[src/rtl/space_inv_pkg.sv]
// Shared definitions for the alien formation logic: screen widths, playfield
// limits and the march controller state encoding.
package space_inv_pkg;

  localparam int unsigned X_W = 10;
  localparam int unsigned Y_W = 9;

  // Playfield limits; the march controller's X_MIN/X_MAX/Y_LAND default to these
  localparam logic [X_W-1:0] PF_X_MIN  = 10'd8;
  localparam logic [X_W-1:0] PF_X_MAX  = 10'd632;
  localparam logic [Y_W-1:0] PF_Y_LAND = 9'd400;

  typedef enum logic [1:0] {
    StIdle,
    StMarch,
    StDescend,
    StLanded
  } march_state_e;

  // Add two Y values, clamping at the all-ones screen coordinate
  function automatic logic [Y_W-1:0] sat_add_y(logic [Y_W-1:0] a, logic [Y_W-1:0] b);
    logic [Y_W:0] sum;
    sum = {1'b0, a} + {1'b0, b};
    return sum[Y_W] ? {Y_W{1'b1}} : sum[Y_W-1:0];
  endfunction

endpackage

[src/rtl/alien_march_ctrl_if.sv]
// Move-tick link between the tick counter and the march controller.
// master: march controller (consumes M1/M2, drives CntRst/CntEn).
// slave:  move-tick counter.
interface alien_march_ctrl_if;

  logic M1;
  logic M2;
  logic CntRst;
  logic CntEn;

  modport master (
    input  M1,
    input  M2,
    output CntRst,
    output CntEn
  );

  modport slave (
    output M1,
    output M2,
    input  CntRst,
    input  CntEn
  );

endinterface

[src/rtl/march_edge_chk.sv]
// Combinational edge-hit test: would the next horizontal step push the
// formation past the playfield edge in the current direction?
module march_edge_chk
  import space_inv_pkg::*;
#(
  parameter logic [X_W-1:0] FORM_W = 10'd352,
  parameter logic [X_W-1:0] STEP_X = 10'd4,
  parameter logic [X_W-1:0] X_MIN  = PF_X_MIN,
  parameter logic [X_W-1:0] X_MAX  = PF_X_MAX
) (
  input  logic [X_W-1:0] pos_x,
  input  logic           dir,
  output logic           hit
);

  // One extra bit so right edge + step cannot wrap past 1023
  logic [X_W:0] right_next;
  logic [X_W:0] left_lim;

  // Right: new right edge beyond X_MAX. Left: new left edge below X_MIN.
  always_comb begin
    right_next = {1'b0, pos_x} + {1'b0, FORM_W} + {1'b0, STEP_X};
    left_lim   = {1'b0, X_MIN} + {1'b0, STEP_X};
    hit        = dir ? (right_next > {1'b0, X_MAX}) : ({1'b0, pos_x} < left_lim);
  end

endmodule

[src/rtl/alien_march_ctrl.sv]
// Alien formation march controller. Turns move-tick strobes into formation
// steps, edge descents and landing detection, and drives the tick counter's
// restart/enable so one tick period is one formation step.
// Optional feature macro: SPEEDUP_EN (M1 also steps when few aliens remain).
module alien_march_ctrl
  import space_inv_pkg::*;
#(
  parameter logic [X_W-1:0] X_START = 10'd16,
  parameter logic [Y_W-1:0] Y_START = 9'd32,
  parameter logic [X_W-1:0] X_MIN   = PF_X_MIN,
  parameter logic [X_W-1:0] X_MAX   = PF_X_MAX,
  parameter logic [X_W-1:0] FORM_W  = 10'd352,
  parameter logic [X_W-1:0] STEP_X  = 10'd4,
  parameter logic [Y_W-1:0] STEP_Y  = 9'd16,
  parameter logic [Y_W-1:0] Y_LAND  = PF_Y_LAND,
  parameter logic [5:0]     FAST_TH = 6'd8
) (
  input  logic                      CLK,
  input  logic                      Rst_n,
  input  logic                      Start,
  input  logic                      EN,
  input  logic [5:0]                AliveCnt,
  alien_march_ctrl_if.master        tick,
  output logic [X_W-1:0]            PosX,
  output logic [Y_W-1:0]            PosY,
  output logic                      Dir,
  output logic                      StepPulse,
  output logic                      AnimFrame,
  output logic                      Landed
);

  march_state_e   state_q;
  logic [X_W-1:0] pos_x_q;
  logic [Y_W-1:0] pos_y_q;
  logic           dir_q;
  logic           cnt_rst_q;
  logic           cnt_en_q;
  logic           step_pulse_q;
  logic           anim_frame_q;
  logic           landed_q;

  logic           edge_hit;
  logic           step_ev;
  logic           will_land;

`ifdef SPEEDUP_EN
  logic fast;
  assign fast    = (AliveCnt != 6'd0) && (AliveCnt <= FAST_TH);
  assign step_ev = EN & (tick.M2 | (tick.M1 & fast));
`else
  logic unused_speedup;
  assign unused_speedup = ^{tick.M1, FAST_TH};
  assign step_ev        = EN & tick.M2;
`endif

  // Landing is judged on the Y the descent is about to produce
  assign will_land = ({1'b0, pos_y_q} + {1'b0, STEP_Y}) >= {1'b0, Y_LAND};

  march_edge_chk #(
    .FORM_W (FORM_W),
    .STEP_X (STEP_X),
    .X_MIN  (X_MIN),
    .X_MAX  (X_MAX)
  ) u_edge_chk (
    .pos_x (pos_x_q),
    .dir   (dir_q),
    .hit   (edge_hit)
  );

  // Formation FSM with position registers and registered outputs
  always_ff @(posedge CLK or negedge Rst_n) begin
    if (!Rst_n) begin
      state_q      <= StIdle;
      pos_x_q      <= X_START;
      pos_y_q      <= Y_START;
      dir_q        <= 1'b1;
      cnt_rst_q    <= 1'b1;
      cnt_en_q     <= 1'b0;
      step_pulse_q <= 1'b0;
      anim_frame_q <= 1'b0;
      landed_q     <= 1'b0;
    end else begin
      step_pulse_q <= 1'b0;
      if (Start) begin
        // Start beats everything, including landing and wave-clear
        state_q   <= StMarch;
        pos_x_q   <= X_START;
        pos_y_q   <= Y_START;
        dir_q     <= 1'b1;
        cnt_rst_q <= 1'b1;
        cnt_en_q  <= EN;
        landed_q  <= 1'b0;
      end else begin
        unique case (state_q)
          StIdle: begin
            cnt_rst_q <= 1'b1;
            cnt_en_q  <= 1'b0;
            landed_q  <= 1'b0;
          end
          StMarch: begin
            if (!EN) begin
              // Paused: hold everything, stop the counter
              cnt_rst_q <= 1'b0;
              cnt_en_q  <= 1'b0;
            end else if (AliveCnt == 6'd0) begin
              state_q   <= StIdle;
              cnt_rst_q <= 1'b1;
              cnt_en_q  <= 1'b0;
            end else begin
              cnt_en_q  <= 1'b1;
              // Restart the period right after its end strobe
              cnt_rst_q <= tick.M2;
              if (step_ev) begin
                if (edge_hit) begin
                  state_q <= StDescend;
                end else begin
                  pos_x_q      <= dir_q ? (pos_x_q + STEP_X) : (pos_x_q - STEP_X);
                  step_pulse_q <= 1'b1;
                  anim_frame_q <= ~anim_frame_q;
                end
              end
            end
          end
          StDescend: begin
            pos_y_q      <= sat_add_y(pos_y_q, STEP_Y);
            dir_q        <= ~dir_q;
            step_pulse_q <= 1'b1;
            anim_frame_q <= ~anim_frame_q;
            if (will_land) begin
              state_q   <= StLanded;
              landed_q  <= 1'b1;
              cnt_rst_q <= 1'b1;
              cnt_en_q  <= 1'b0;
            end else begin
              state_q   <= StMarch;
              cnt_rst_q <= 1'b0;
              cnt_en_q  <= EN;
            end
          end
          StLanded: begin
            landed_q  <= 1'b1;
            cnt_rst_q <= 1'b1;
            cnt_en_q  <= 1'b0;
          end
          default: state_q <= StIdle;
        endcase
      end
    end
  end

  assign tick.CntRst = cnt_rst_q;
  assign tick.CntEn  = cnt_en_q;
  assign PosX        = pos_x_q;
  assign PosY        = pos_y_q;
  assign Dir         = dir_q;
  assign StepPulse   = step_pulse_q;
  assign AnimFrame   = anim_frame_q;
  assign Landed      = landed_q;

endmodule

[src/flat_wrapper.sv]
// flat-port wrapper written by rule: the top's interface ports become plain ports
module alien_march_ctrl_flat import space_inv_pkg::*;
#(
  parameter logic [X_W-1:0] X_START = 10'd16,
  parameter logic [Y_W-1:0] Y_START = 9'd32,
  parameter logic [X_W-1:0] X_MIN   = PF_X_MIN,
  parameter logic [X_W-1:0] X_MAX   = PF_X_MAX,
  parameter logic [X_W-1:0] FORM_W  = 10'd352,
  parameter logic [X_W-1:0] STEP_X  = 10'd4,
  parameter logic [Y_W-1:0] STEP_Y  = 9'd16,
  parameter logic [Y_W-1:0] Y_LAND  = PF_Y_LAND,
  parameter logic [5:0]     FAST_TH = 6'd8
)
  (CLK, Rst_n, Start, EN, AliveCnt, PosX, PosY, Dir, StepPulse, AnimFrame, Landed, tick_M1, tick_M2, tick_CntRst, tick_CntEn);
  alien_march_ctrl_if tick_i ();
  input  logic CLK;
  input  logic Rst_n;
  input  logic Start;
  input  logic EN;
  input  logic [5:0] AliveCnt;
  output logic [X_W-1:0] PosX;
  output logic [Y_W-1:0] PosY;
  output logic Dir;
  output logic StepPulse;
  output logic AnimFrame;
  output logic Landed;
  input wire logic [$bits(tick_i.M1)-1:0] tick_M1;
  input wire logic [$bits(tick_i.M2)-1:0] tick_M2;
  output wire logic [$bits(tick_i.CntRst)-1:0] tick_CntRst;
  output wire logic [$bits(tick_i.CntEn)-1:0] tick_CntEn;
  assign tick_i.M1 = tick_M1;
  assign tick_i.M2 = tick_M2;
  assign tick_CntRst = tick_i.CntRst;
  assign tick_CntEn = tick_i.CntEn;
  alien_march_ctrl #(.X_START(X_START), .Y_START(Y_START), .X_MIN(X_MIN), .X_MAX(X_MAX), .FORM_W(FORM_W), .STEP_X(STEP_X), .STEP_Y(STEP_Y), .Y_LAND(Y_LAND), .FAST_TH(FAST_TH)) u_core (.CLK(CLK), .Rst_n(Rst_n), .Start(Start), .EN(EN), .AliveCnt(AliveCnt), .tick(tick_i), .PosX(PosX), .PosY(PosY), .Dir(Dir), .StepPulse(StepPulse), .AnimFrame(AnimFrame), .Landed(Landed));
endmodule
[config.mk]
export PLATFORM = sky130hd
export DESIGN_NAME = alien_march_ctrl_flat
export DESIGN_NICKNAME = d
export VERILOG_FILES = /design/src/rtl/space_inv_pkg.sv /design/src/rtl/alien_march_ctrl_if.sv /design/src/rtl/march_edge_chk.sv /design/src/rtl/alien_march_ctrl.sv /design/src/flat_wrapper.sv
export SDC_FILE = /design/constraint.sdc
export NUM_CORES = 1
export LEC_CHECK = 0
export ABC_AREA = 1
export BUFFER_PORTS_ARGS = -buffer_cell sky130_fd_sc_hd__buf_2
export CORE_MARGIN = 2
export CORE_UTILIZATION = 45
export DETAILED_ROUTE_END_ITERATION = 7
export GPL_TIMING_DRIVEN = 0
export PLACE_DENSITY = 0.67
export SLEW_MARGIN = 20
export SYNTH_ARGS = -nofsm -noshare
export SYNTH_HDL_FRONTEND = slang
export SYNTH_SLANG_ARGS = --single-unit
[constraint.sdc]
create_clock -name CLK -period 3.1 [get_ports CLK]
set_clock_uncertainty 0.1 [all_clocks]
set_input_delay 0.62 -clock CLK [delete_from_list [all_inputs] [get_ports CLK]]
set_output_delay 0.62 -clock CLK [all_outputs]
set_load 0.02 [all_outputs]
Word-level counts from Yosys, hierarchy flattened
Index checks and enable logic that the tools add are counted.
{"block": "totals", "ff_bits": 27, "elab_cells": 92}
{"block": "classes", "add_sub_neg": 5, "n_lt_le_gt_ge": 3, "eq_ne": 13, "muxes": 44, "bitwise_logic": 4, "reduce_logical": 14}
{"op": "$mux W10", "n": 7}
{"op": "$mux W9", "n": 3}
{"op": "$mux W1", "n": 22}
{"op": "$mux W2", "n": 6}
{"op": "$add A10 B9 Y11 const B", "n": 1}
{"op": "$add A11 B3 Y11 const B", "n": 1}
{"op": "$gt A11 B10 Y1 const B", "n": 1}
{"op": "$add A10 B3 Y10 const B", "n": 1}
{"op": "$add A9 B5 Y10 const B", "n": 1}
{"op": "$ge A10 B9 Y1 const B", "n": 1}
{"op": "$lt A10 B4 Y1 const B", "n": 1}
{"op": "$ne A2 B2 Y1 const B", "n": 5}
{"op": "$reduce_bool A2 Y1", "n": 5}
{"op": "$sub A10 B3 Y10 const B", "n": 1}
{"op": "$pmux W1 S3", "n": 3}
{"op": "$ne A4 B2 Y1 const B", "n": 2}
{"op": "$logic_not A6 Y1", "n": 1}
{"op": "$reduce_and A6 Y1", "n": 1}
{"op": "$reduce_and A5 Y1", "n": 1}
{"op": "$eq A2 B2 Y1 const B", "n": 2}
{"op": "$pmux W1 S2", "n": 2}
{"op": "$pmux W2 S2", "n": 1}
{"op": "$reduce_and A4 Y1", "n": 1}
{"op": "$reduce_bool A4 Y1", "n": 1}
{"op": "other kinds (10)", "n": 12}

Longest topological paths before layout
Gate-level depths: netlist (run 1).
{"block": "logic_depth", "depth_word": 10, "mapped_depth": 14, "mapped_depth_nobuf": 14}

Hierarchy
From an unflattened synthesis (run 1), not the netlist that was laid out.
{"block": "hier_totals", "cells_unflattened": 232, "hier_area_um2": 1732.9}
{"mod": "alien_march_ctrl", "n_inst": 1, "cells_per_inst": 190, "area_each_um2": 1507.7}
{"mod": "march_edge_chk", "n_inst": 1, "cells_per_inst": 42, "area_each_um2": 225.2}

Worst setup path after synthesis (run 1)
OpenSTA, ideal clock, no wires.
{"block": "synth_timing", "path_kind": "reg-to-reg", "startpoint": "register u_core.dir_q, in the netlist u_core.Dir", "endpoint": "register u_core.pos_x_q[7], in the netlist u_core.PosX[7]", "setup_ns": 0.123, "arrival_ns": 1.810, "required_ns": 2.877, "slack_ns": 1.067, "path_stages_with_launch": 10, "n_path_buf": 0, "period_less_slack_ns": 2.033, "cell_sequence": "dfstp_2 > inv_1 > ha_1 > a21oi_1 > nand2_1 > a21oi_1 > nor2_1 > nor2_1 > xor2_1 > o21ai_1"}
{"block": "synth_via", "elab_chain_cells": 7, "elab_cells_between_ends": 10, "cone_classes": "1 x eq/ne; 8 x mux; 1 x reduce/logical"}
{"element": "start: declaration", "line_no": "alien_march_ctrl.sv:35", "rtl": "logic dir_q;"}
{"element": "start signal: assignment", "line_no": "alien_march_ctrl.sv:126", "rtl": "dir_q <= ~dir_q;"}
{"element": "$mux W10", "line_no": "alien_march_ctrl.sv:117", "rtl": "pos_x_q <= dir_q ? (pos_x_q + STEP_X) : (pos_x_q - STEP_X);"}
{"element": "$mux W10", "line_no": "alien_march_ctrl.sv:114", "rtl": "if (edge_hit) begin"}
{"element": "$mux W10", "line_no": "alien_march_ctrl.sv:113", "rtl": "if (step_ev) begin"}
{"element": "$mux W10", "line_no": "alien_march_ctrl.sv:105", "rtl": "end else if (AliveCnt == 6'd0) begin"}
{"element": "$mux W10", "line_no": "alien_march_ctrl.sv:101", "rtl": "if (!EN) begin"}
{"element": "$mux W10", "line_no": "alien_march_ctrl.sv:94", "rtl": "unique case (state_q)"}
{"element": "$mux W10", "line_no": "alien_march_ctrl.sv:84", "rtl": "if (Start) begin"}
{"element": "end signal: assignment", "line_no": "alien_march_ctrl.sv:117"}
{"element": "end: declaration", "line_no": "alien_march_ctrl.sv:33", "rtl": "logic [X_W-1:0] pos_x_q;"}
Several ways; a longest one is shown, not always the timed one. The select of a mux whose other input is x is not followed.
A chain may end at the register's enable or synchronous reset.

Final worst setup path (run 1)
Ends and elaborated chain as after synthesis.

==> results by group, run 1 <==
Clock tree
  – Max Root-Sink Buffers: 2
  – Root buffer cell: clkbuf_8
  – Cts hold-fix bufs: 0
  – H-tree depth: 1
  – CTS tree: yes
  – Clk pin slew, worst setup/hold paths: around 0.090 ns
  – CTS resizes: 0
  – CTS Buf Count: 3
  – Clock sinks: 22
  – Postcts setup bufs: 0
  – Clock Latency Late Sink: 0.28 ns

Synth
  – Cell variety after synth: 32
  – YS warnings: 0
  – Mapped cell area: around 1700 sq um
  – Cells after synthesis: around 230
  – Synth top area cells: dfrtp_1, nand2_1, ha_1, inv_1, dfstp_2
  – Yosys reg bits: 22
  – Mapped Avg Cell Area: 7.37 sq um
  – Synth Flop Type: dfrtp_1
  – Yosys top cell area share: 0.263
  – EDFF count, synth: 0
  – Post-synth top area cell: dfrtp_1
  – Async set-reset flop share out of synthesis: 1.00
  – Seq/Total Area, Yosys: 0.325

STA
  – Final slew viol count: 0
  – Post-route minimum period: 2.17 ns
  – Setup slack after layout: 0.932 ns
  – Worst slew pin tran: approximately 0.5 ns
  – Slew HR: 0.658
  – RSZ-0062 raised after global routing: no
  – Final setup vio count: 0
  – Period utilization: 0.699
  – Endpoints failing hold: 0
  – Setup TNS: 0 ns
  – Achievable Freq: ~0.46 GHz

Pwr
  – Pwr Total: ~1400 uW
  – Leakage power total: between 0.001 and 0.0015 uW
  – Max VDD drop: 0.000276 V
  – Pwr Density: a little over 700 nW/um^2

Global routing
  – Global Route Usage Sum: 0.192
  – Global route total overflow: 0
  – First-pass GRT wire length: ~6400 um
  – Largest net degree at the start of global routing: 23
  – Initial antenna violation count: 0
  – Number of global-route vias before repair: about 1400

Floorplan
  – Die width: roughly 66 um
  – Ports: 37
  – Core footprint: ~3700 sq um
  – Num rows: 22
  – Initial core utilization: 0.467
  – DIE AREA: between 4000 and 5000 sq um
  – Die height: between 60 and 70 um

Routing
  – First-pass iteration count of the detailed router: 4
  – Drt total wl: 3800 um
  – DRC violations left: 0
  – Drt via density: between 4 and 5
  – Total number of vias: ~1600
  – Routed wire per std cell: about 12 um
  – Routed Antenna Nets: 0
  – First DRT Iteration DRCs: 85

Place
  – Port-buffer cells: 33
  – Final GP Congestion: 0.858
  – Pre-CTS WS: just over 0.9 ns
  – Placed Area: 1940 sq um
  – Detailed Place HPWL: around 2900 um

Setup path
  – CP endpoint kind: register
  – Worst endpoint required time: 3.17 ns
  – Critical Path Fanout Max: 10
  – Worst Setup Path Type: reg -> reg
  – Arr. time, crit path: about 2.2 ns
  – Worst setup SP type: register

Layout
  – Antenna Cells: 0
  – Nets@finish: 298
  – Most common cell after layout, fill and taps aside: nand2_1
  – Core Util, Final: 0.545
  – Layout cells sized above 1: 0.211
  – Post-route cell area: roughly 2000 sq um
  – Area Overhead vs Synth: 16.6%
  – Most frequent cells in the layout: nand2_1, inv_1, buf_2, nand3_1, nor2_1

Run status
  – Status: complete, no violations

Min path
  – Hold Path Class: in -> async

Job
  – Max cap viols: 0
[final timing paths]
kind | start | to | slack [ns] | depth (start not counted)
worst min-delay path | Rst_n | u_core.PosX[6]$_DFFE_PN0P_ | 0.20 | 1
max in group asynchronous | Rst_n | u_core.tick.CntRst$_DFF_PN1_ | 2.33 | 1
worst max-delay path | u_core.Dir$_DFFE_PN1P_ | u_core.PosX[7]$_DFFE_PN0P_ | 0.93 | 9
worst min register to register | u_core.AnimFrame$_DFFE_PN0P_ | u_core.AnimFrame$_DFFE_PN0P_ | 0.40 | 2
worst max register to register | u_core.Dir$_DFFE_PN1P_ | u_core.PosX[7]$_DFFE_PN0P_ | 0.93 | 9
min in group CLK | u_core.AnimFrame$_DFFE_PN0P_ | u_core.AnimFrame$_DFFE_PN0P_ | 0.40 | 2
[metrics by stage]
step	instances	hold slack (ns)
CTS	318	0.231
global placement	314	0.378
detailed placement	314	0.383
floorplan	233	0.224
finish	318	0.203
global route	318	0.245
[cell families after synthesis]
kind of cell	synth area share
AO/OA/AOI/OAI	0.121
XOR/XNOR	0.0358
adder cells (fa/ha/maj)	0.114
flip-flops	0.325
AND/OR/NAND/NOR	0.301
buffers and inverters	0.102
other	0.00219
[state kept, by name, indices dropped and copies added, names as in the netlist]
name,cells
u_core.Landed,1
u_core.StepPulse,1
u_core.Dir,1
u_core.AnimFrame,1
u_core.tick.CntRst,1
u_core.PosY,6
u_core.state_q,2
u_core.tick.CntEn,1
u_core.PosX,8
[critical path, cell delays in order (launching register included)]
cell	delay, ns
dfstp_2	0.58
inv_1	0.18
ha_1	0.38
a21oi_1	0.15
nand2_1	0.12
a21oi_1	0.16
nor2_1	0.05
nor2_1	0.11
xor2_1	0.16
o21ai_1	0.08
[synth_stat cells (2+ instances only)]
cell      count
nand2_2       3
ha_1         14
nor3_1        3
nand3_2       2
xor2_1        5
nand2_4       3
inv_1        35
o21ai_1       8
dfrtp_1      18
nand4_1       2
nor2_1       19
o22ai_1       2
nand3_1      20
nand3b_1      3
a21oi_1      10
dfstp_2       4
buf_4         5
xnor2_1       2
a21o_1        2
nand2_1      51
o21ai_0      10
[layout make-up]
cell class                      instances  area (sq um)
Fill cell                             358          1670
Multi-Input combinational cell        170           985
Sequential cell                        22           556
Timing Repair Buffer                   33           165
Inverter                               35           131
Tap cell                               48          60.1
Clock buffer                            4          55.1
Buffer                                  6          42.5
[layer usage]
layer / share of wire / GRT usage / routed length, um
met5: 0 / 0 / 0
met4: 0.018 / 0.0755 / 68
met3: 0.033 / 0.0257 / 125
met2: 0.45 / 0.302 / 1710
met1: 0.50 / 0.266 / 1900
[report_power, final]
group | internal [uW] | leakage (uW) | switching [uW]
Combinational | 274 | 0.000794 | 495
Sequential | 365 | 0.000284 | 70.7
Clock | 114 | 0.0000288 | 106
Total | 753 | 0.00111 | 672
Note: power is estimated with default switching activity, not from simulation.
==> run 2: changes to the inputs <==
clock period = 2 ns   (was 3.1 ns; I/O delays follow)
==> run 2 against run 1 <==
  * The flow now finishes with violations (negative hold slack)
  * Combinational power grew 87%
  * Sequential cell count is the same
  * Global-route usage grew 0.35 points
  * Register-to-register slack lost 0.85 ns
  * Fmax grew 13%
  * Clock power grew 31%
  * Power grew 69%
  * Sequential power grew 57%
  * Via count grew 3.4%
  * Clock-buffer cell count shrank 1
  * Non-clock buffer count grew 7
  * Cell count grew 1.9%
  * Largest cell class unchanged
  * Largest power group unchanged
==> results by group, run 2 (same netlist as run 1, synthesis figures left out) <==
Routing
  – Drt total wl: 4240 um (+11%)
  – Routed wire per std cell: 13.1 um (+9.3%)
  – First-pass iteration count of the detailed router: 5 (+1)
  – DRC violations left: 0 (unchanged)
  – Total number of vias: 1642 (+3.4%)
  – Routed Antenna Nets: 0 (unchanged)
  – Drt via density: 5.07 (+1.5%)
  – First DRT Iteration DRCs: 85 (unchanged)

Pwr
  – Pwr Density: 1110 nW/um^2 (+55%)
  – Leakage power total: 0.00113 uW (+2.4%)
  – Pwr Total: 2410 uW (+69%)
  – Max VDD drop: 0.000509 V (+84%)

Setup path
  – Reg-to-Reg Start: u_core.PosX[3]$_DFFE_PN0P_
  – Worst setup SP type: register
  – Worst endpoint required time: 2.06 ns (-1.11 ns)
  – Reg-to-Reg End: u_core.PosX[9]$_DFFE_PN0P_
  – CP endpoint: u_core.PosX[9]$_DFFE_PN0P_
  – Worst-case reg-to-reg path depth: 14 (+5)
  – R2r setup slk: 0.08 ns (-0.85 ns)
  – Critical Path Fanout Max: 7 (-3)
  – Crit path from: u_core.PosX[3]$_DFFE_PN0P_
  – Worst Setup Path Type: reg -> reg
  – Arr. time, crit path: 1.99 ns (-0.25 ns)
  – CP endpoint kind: register

STA
  – Slew HR: 0.659 (+0.000979)
  – Worst slew pin tran: 0.512 ns (-0.00147 ns)
  – Post-route minimum period: 1.92 ns (-0.247 ns)
  – Setup slack after layout: 0.0792 ns (-0.853 ns)
  – RSZ-0062 raised after global routing: yes
  – Achievable Freq: 0.521 GHz (+13%)
  – Final setup vio count: 0 (unchanged)
  – Endpoints failing hold: 18 (+18)
  – Period utilization: 0.960 (+0.261)
  – Min Hold Slack: -0.0110 ns (-0.214 ns)
  – Final slew viol count: 0 (unchanged)

Clock tree
  – Root buffer cell: clkbuf_8
  – Clock Latency Late Sink: 0.27 ns (about the same)
  – Clk pin slew, worst setup/hold paths: 0.08 ns (about the same)
  – H-tree depth: 1 (unchanged)
  – CTS tree: yes
  – Cts hold-fix bufs: 0 (unchanged)
  – CTS Buf Count: 3 (unchanged)
  – Clock sinks: 22 (unchanged)
  – Max Root-Sink Buffers: 2 (unchanged)

Layout
  – Most frequent cells in the layout: nand2_1, buf_2, inv_1, nor2_1, nand3_1
  – Antenna Cells: 0 (unchanged)
  – Most common cell after layout, fill and taps aside: nand2_1
  – Sequential cell area: 558 sq um (+0.45%)
  – Area Overhead vs Synth: 27.5%
  – Nets@finish: 305 (+2.3%)
  – Layout cells sized above 1: 0.304 (+0.0932)
  – Non-filler cells, final: 324 (+1.9%)
  – Area occupied by multi-input gates: 1110 sq um (+13%)
  – Max reg flops: 8 (unchanged)
  – Fillers: 340 (-5.0%)

Place
  – Detailed Place HPWL: 2910 um (+0.25%)
  – Pre-CTS WS: -0.0714 ns (-0.999 ns)
  – Port-buffer cells: 33 (unchanged)
  – Final GP Congestion: 0.856 (-0.34%)
  – Placed cell count: 314 (unchanged)

Run status
  – Status: finished, violations left
  – Failing checks: negative hold slack

Global routing
  – Number of global-route vias before repair: 1419 (-0.56%)
  – Initial antenna violation count: 0 (unchanged)
  – Largest net degree at the start of global routing: 23 (unchanged)
  – Global Route Usage Sum: 0.195 (+0.00355)
  – Global route total overflow: 0 (unchanged)
  – First-pass GRT wire length: 6530 um (+2.0%)

Floorplan
  – Num rows: 22 (unchanged)
  – Initial core utilization: 0.467 (unchanged)
  – Die height: 65.7 um (unchanged)
  – Core footprint: 3660 sq um (unchanged)
  – Ports: 37 (unchanged)
  – Die width: 65.7 um (unchanged)
  – DIE AREA: 4310 sq um (unchanged)

Min path
  – Hold Path Class: in -> async

Job
  – Max cap viols: 0 (unchanged)
run 2: power breakdown:
| part | internal (uW) | leakage (uW) | switching [uW] | total [uW] |
|---|---|---|---|---|
| clock network | 135 | 0.0000216 | 154 | 289 |
| logic | 562 | 0.000831 | 877 | 1440 |
| registers | 567 | 0.000280 | 116 | 683 |
run 2: cell type report:
class / count / area share
Buffer: 6 / 0.0195
Clock buffer: 3 / 0.0189
Inverter: 35 / 0.0614
Multi-Input combinational cell: 170 / 0.511
Sequential cell: 22 / 0.256
Tap cell: 48 / 0.0275
Timing Repair Buffer: 40 / 0.106
run 2: per-layer routing:
| metal | vias up | track usage | wire length (um) |
|---|---|---|---|
| li1 | 833 | - | - |
| met1 | 766 | 0.271 | 2000 |
| met2 | 38 | 0.318 | 2040 |
| met3 | 5 | 0.0154 | 139 |
| met4 | 0 | 0.0703 | 56 |
| met5 | - | 0 | 0 |
run 2: repair_timing:
action                                  CTS  global route
gates resized for setup                   7            18
pin swaps                                 0             3
endpoints found under the setup margin    4            10
buffers inserted                          1             6
run 2: how the worst min path moves through the flow:
| stage | startpoint | end | slack [ns] | depth (start not counted) |
|---|---|---|---|---|
| after floorplan | Rst_n | u_core.AnimFrame$_DFFE_PN0P_ | 0.004 | 0 |
| after global placement | Rst_n | u_core.PosX[6]$_DFFE_PN0P_ | 0.30 | 1 |
| after global routing | Rst_n | u_core.AnimFrame$_DFFE_PN0P_ | 0.03 | 1 |
| after detailed placement | Rst_n | u_core.PosX[6]$_DFFE_PN0P_ | 0.31 | 1 |
| final | Rst_n | u_core.PosX[6]$_DFFE_PN0P_ | -0.01 | 1 |
| after CTS | Rst_n | u_core.PosX[6]$_DFFE_PN0P_ | 0.02 | 1 |
run 2: worst max-delay path: stages (launching register included):
cell	delay (ns)
dfrtp_2	0.46
inv_2	0.09
ha_1	0.22
nor2_1	0.10
nand2_1	0.06
nor2_1	0.08
nand2_1	0.06
nand2_1	0.05
nand2_1	0.06
nand3_2	0.11
nand2_4	0.10
nand2_8	0.11
nand2_4	0.06
nand2_1	0.08
o21ai_2	0.06
run 2: per-stage QoR:
| step | utilization | TNS, ns | cell area [sq um] |
|---|---|---|---|
| after global routing | 0.596 | -0.0573 | 2180 |
| after floorplan | - | 0 | 1710 |
| after global placement | 0.530 | -0.121 | 1940 |
| after detailed placement | 0.530 | -0.156 | 1940 |
| final | 0.596 | 0 | 2180 |
| after CTS | 0.556 | 0 | 2040 |
==> run 3: changes to the inputs <==
CORE_MARGIN = not set   (was 2)
REMOVE_ABC_BUFFERS = 1   (was not set)
==> run 3 against run 2 <==
  * The flow finishes with violations (negative hold slack, negative setup slack)
  * Sequential power fell by 0.9%
  * Non-clock buffer count fell by 6
  * Clock-buffer cell count did not move
  * Fmax fell by 8.7%
  * Sequential cell count did not move
  * Combinational power barely moved
==> results by group, run 3 (same netlist as run 1, synthesis figures left out) <==
Run status
  – Status: finished, violations left
  – Failing checks: negative hold slack, negative setup slack

STA
  – Period utilization: 1.05 (+0.0919)
  – Post-route minimum period: 2.10 ns (+0.184 ns)
  – Min Hold Slack: -0.0123 ns (-0.00132 ns)
  – RSZ-0062 raised after global routing: yes
  – Setup slack after layout: -0.105 ns (-0.184 ns)
  – Final setup vio count: 7 (+7)
  – Setup TNS: -0.339 ns (-0.339 ns)
  – Achievable Freq: 0.475 GHz (-8.7%)
  – Endpoints failing hold: 18 (unchanged)
  – Final slew viol count: 0 (unchanged)

Routing
  – Routed wire per std cell: 11.9 um (-9.3%)
  – Drt via density: 4.97 (-2.0%)
  – Routed Antenna Nets: 0 (unchanged)
  – DRC violations left: 0 (unchanged)
  – First DRT Iteration DRCs: 49 (-42%)
  – First-pass iteration count of the detailed router: 4 (-1)
  – Drt total wl: 3780 um (-11%)
  – Total number of vias: 1585 (-3.5%)

Layout
  – Fillers: 364 (+7.1%)
  – Non-filler cells, final: 319 (-1.5%)
  – Max reg flops: 8 (unchanged)
  – Layout cells sized above 1: 0.266 (-0.0387)
  – Most frequent cells in the layout: nand2_1, inv_1, buf_2, nor2_1, nand3_1
  – Post-route cell area: 2130 sq um (-2.3%)
  – Most common cell after layout, fill and taps aside: nand2_1
  – Nets@finish: 299 (-2.0%)
  – Antenna Cells: 0 (unchanged)
  – Area Overhead vs Synth: 24.6%

Pwr
  – Max VDD drop: 0.000570 V (+12%)
  – Leakage power total: 0.00111 uW (-1.9%)
  – Pwr Density: 1180 nW/um^2 (+7.2%)

Setup path
  – CP endpoint kind: register
  – Largest stage delay on the critical path: 0.56 ns (+0.10 ns)
  – WP depth: 9 (-5)
  – Critical Path Fanout Max: 7 (unchanged)
  – Critical path's top delay family: compound AO/OA/AOI/OAI gates
  – Reg-to-Reg End: u_core.PosX[9]$_DFFE_PN0P_
  – Worst-case reg-to-reg path depth: 9 (-5)
  – Worst Setup Path Type: reg -> reg
  – CP bufs+invs: 2 (+1)
  – Arr. time, crit path: 2.20 ns (+0.21 ns)
  – Slowest CP cell: dfstp_2
  – Worst endpoint required time: 2.09 ns (+0.03 ns)
  – Reg-to-Reg Start: u_core.Dir$_DFFE_PN1P_
  – Ordered cell list for the critical path: clkinvlp_4, buf_6, ha_4, a21o_1, a31oi_2, nand3b_1, a21oi_1, nand2_1, o21ai_1
  – Worst setup SP type: register
  – R2r setup slk: -0.10 ns (-0.18 ns)
  – Crit path from: u_core.Dir$_DFFE_PN1P_
  – CP endpoint: u_core.PosX[9]$_DFFE_PN0P_

Floorplan
  – Core footprint: 3660 sq um (unchanged)
  – Ports: 37 (unchanged)
  – Die width: 63.7 um (-3.0%)
  – Die height: 63.7 um (-3.0%)
  – DIE AREA: 4050 sq um (-6.0%)
  – Num rows: 22 (unchanged)
  – Initial core utilization: 0.467 (unchanged)

Min path
  – Hold Path Class: in -> async

Global routing
  – Number of global-route vias before repair: 1501 (+5.8%)
  – Largest net degree at the start of global routing: 23 (unchanged)
  – Initial antenna violation count: 0 (unchanged)
  – Global Route Usage Sum: 0.210 (+0.0150)
  – First-pass GRT wire length: 6770 um (+3.6%)
  – Global route total overflow: 0 (unchanged)

Clock tree
  – Max Root-Sink Buffers: 2 (unchanged)
  – CTS Buf Count: 3 (unchanged)
  – Root buffer cell: clkbuf_8
  – Clock Latency Late Sink: 0.27 ns (about the same)
  – H-tree depth: 1 (unchanged)
  – Clk pin slew, worst setup/hold paths: 0.08 ns (about the same)
  – CTS tree: yes
  – Clock sinks: 22 (unchanged)

Job
  – Max cap viols: 0 (unchanged)

Place
  – Detailed Place HPWL: 2760 um (-5.1%)
  – Placed Area: 1900 sq um (-2.2%)
  – Port-buffer cells: 33 (unchanged)
  – Final GP Congestion: 0.796 (-7.0%)
  – Placed cell count: 308 (-1.9%)
run 3: cell types whose count changed in the layout (fill, tap and decap cells not counted), moves of 2 or more:
cell / delta
inv_1: +2
dfrtp_1: +2
buf_6: +3
dfrtp_2: -2
buf_4: -7
inv_2: -2
run 3: power by group:
group	internal [uW]	switching, uW
Sequential	566	112
Clock	267	151
Combinational	594	834
run 3: cell type report:
cell class,count,area [sq um],share of cell area
Multi-Input combinational cell,170,1080,0.507
Timing Repair Buffer,40,229,0.107
Clock buffer,3,41.3,0.0194
Tap cell,48,60.1,0.0282
Inverter,35,135,0.0634
Sequential cell,22,556,0.261
Clock inverter,1,30.0,0.0141
run 3: layer usage:
metal	routed length [um]	track usage	up-vias
met1	1890	0.282	736
met3	75	0.0217	4
li1	-	-	822
met5	0	0	-
met4	31	0.0824	0
met2	1790	0.344	23
run 3: repair_timing:
| item | 4_1_cts | 5_1_grt |
|---|---|---|
| gates resized for setup | 12 | 5 |
| buffers inserted | 7 | 0 |
| hold buffers | 0 | 0 |
| pin swaps | 2 | 5 |
| setup endpoints to repair | 3 | 12 |
run 3: metrics by stage:
| step | setup slack [ns] | power (uW) | hold WS, ns | utilization |
|---|---|---|---|---|
| 5_1_grt | -0.202 | 2750 | 0.0160 | 0.582 |
| 3_3_place_gp | -0.153 | 1830 | 0.304 | 0.518 |
| 2_1_floorplan | -0.0325 | 1570 | 0.00441 | - |
| 6_report | -0.105 | 2520 | -0.0123 | 0.582 |
| 3_5_place_dp | -0.171 | 1850 | 0.303 | 0.518 |
| 4_1_cts | -0.0563 | 2490 | 0.00403 | 0.577 |
run 3: worst min path at each step:
stage	startpoint	end	slack (ns)	cells after the start
after global placement	Rst_n	u_core.StepPulse$_DFF_PN0_	0.30	1
after global routing	Rst_n	u_core.AnimFrame$_DFFE_PN0P_	0.02	1
after detailed placement	Rst_n	u_core.tick.CntEn$_DFF_PN0_	0.30	1
final	Rst_n	u_core.AnimFrame$_DFFE_PN0P_	-0.01	1
after floorplan	Rst_n	u_core.AnimFrame$_DFFE_PN0P_	0.004	0
after CTS	Rst_n	u_core.tick.CntEn$_DFF_PN0_	0.004	1
run 3: worst reg2reg max path: stages, from the launching register on:
cell and delay (ns):
dfstp_2 0.56, clkinvlp_4 0.22, buf_6 0.20, ha_4 0.22, a21o_1 0.17, a31oi_2 0.19, nand3b_1 0.10, a21oi_1 0.15
nand2_1 0.06, o21ai_1 0.07
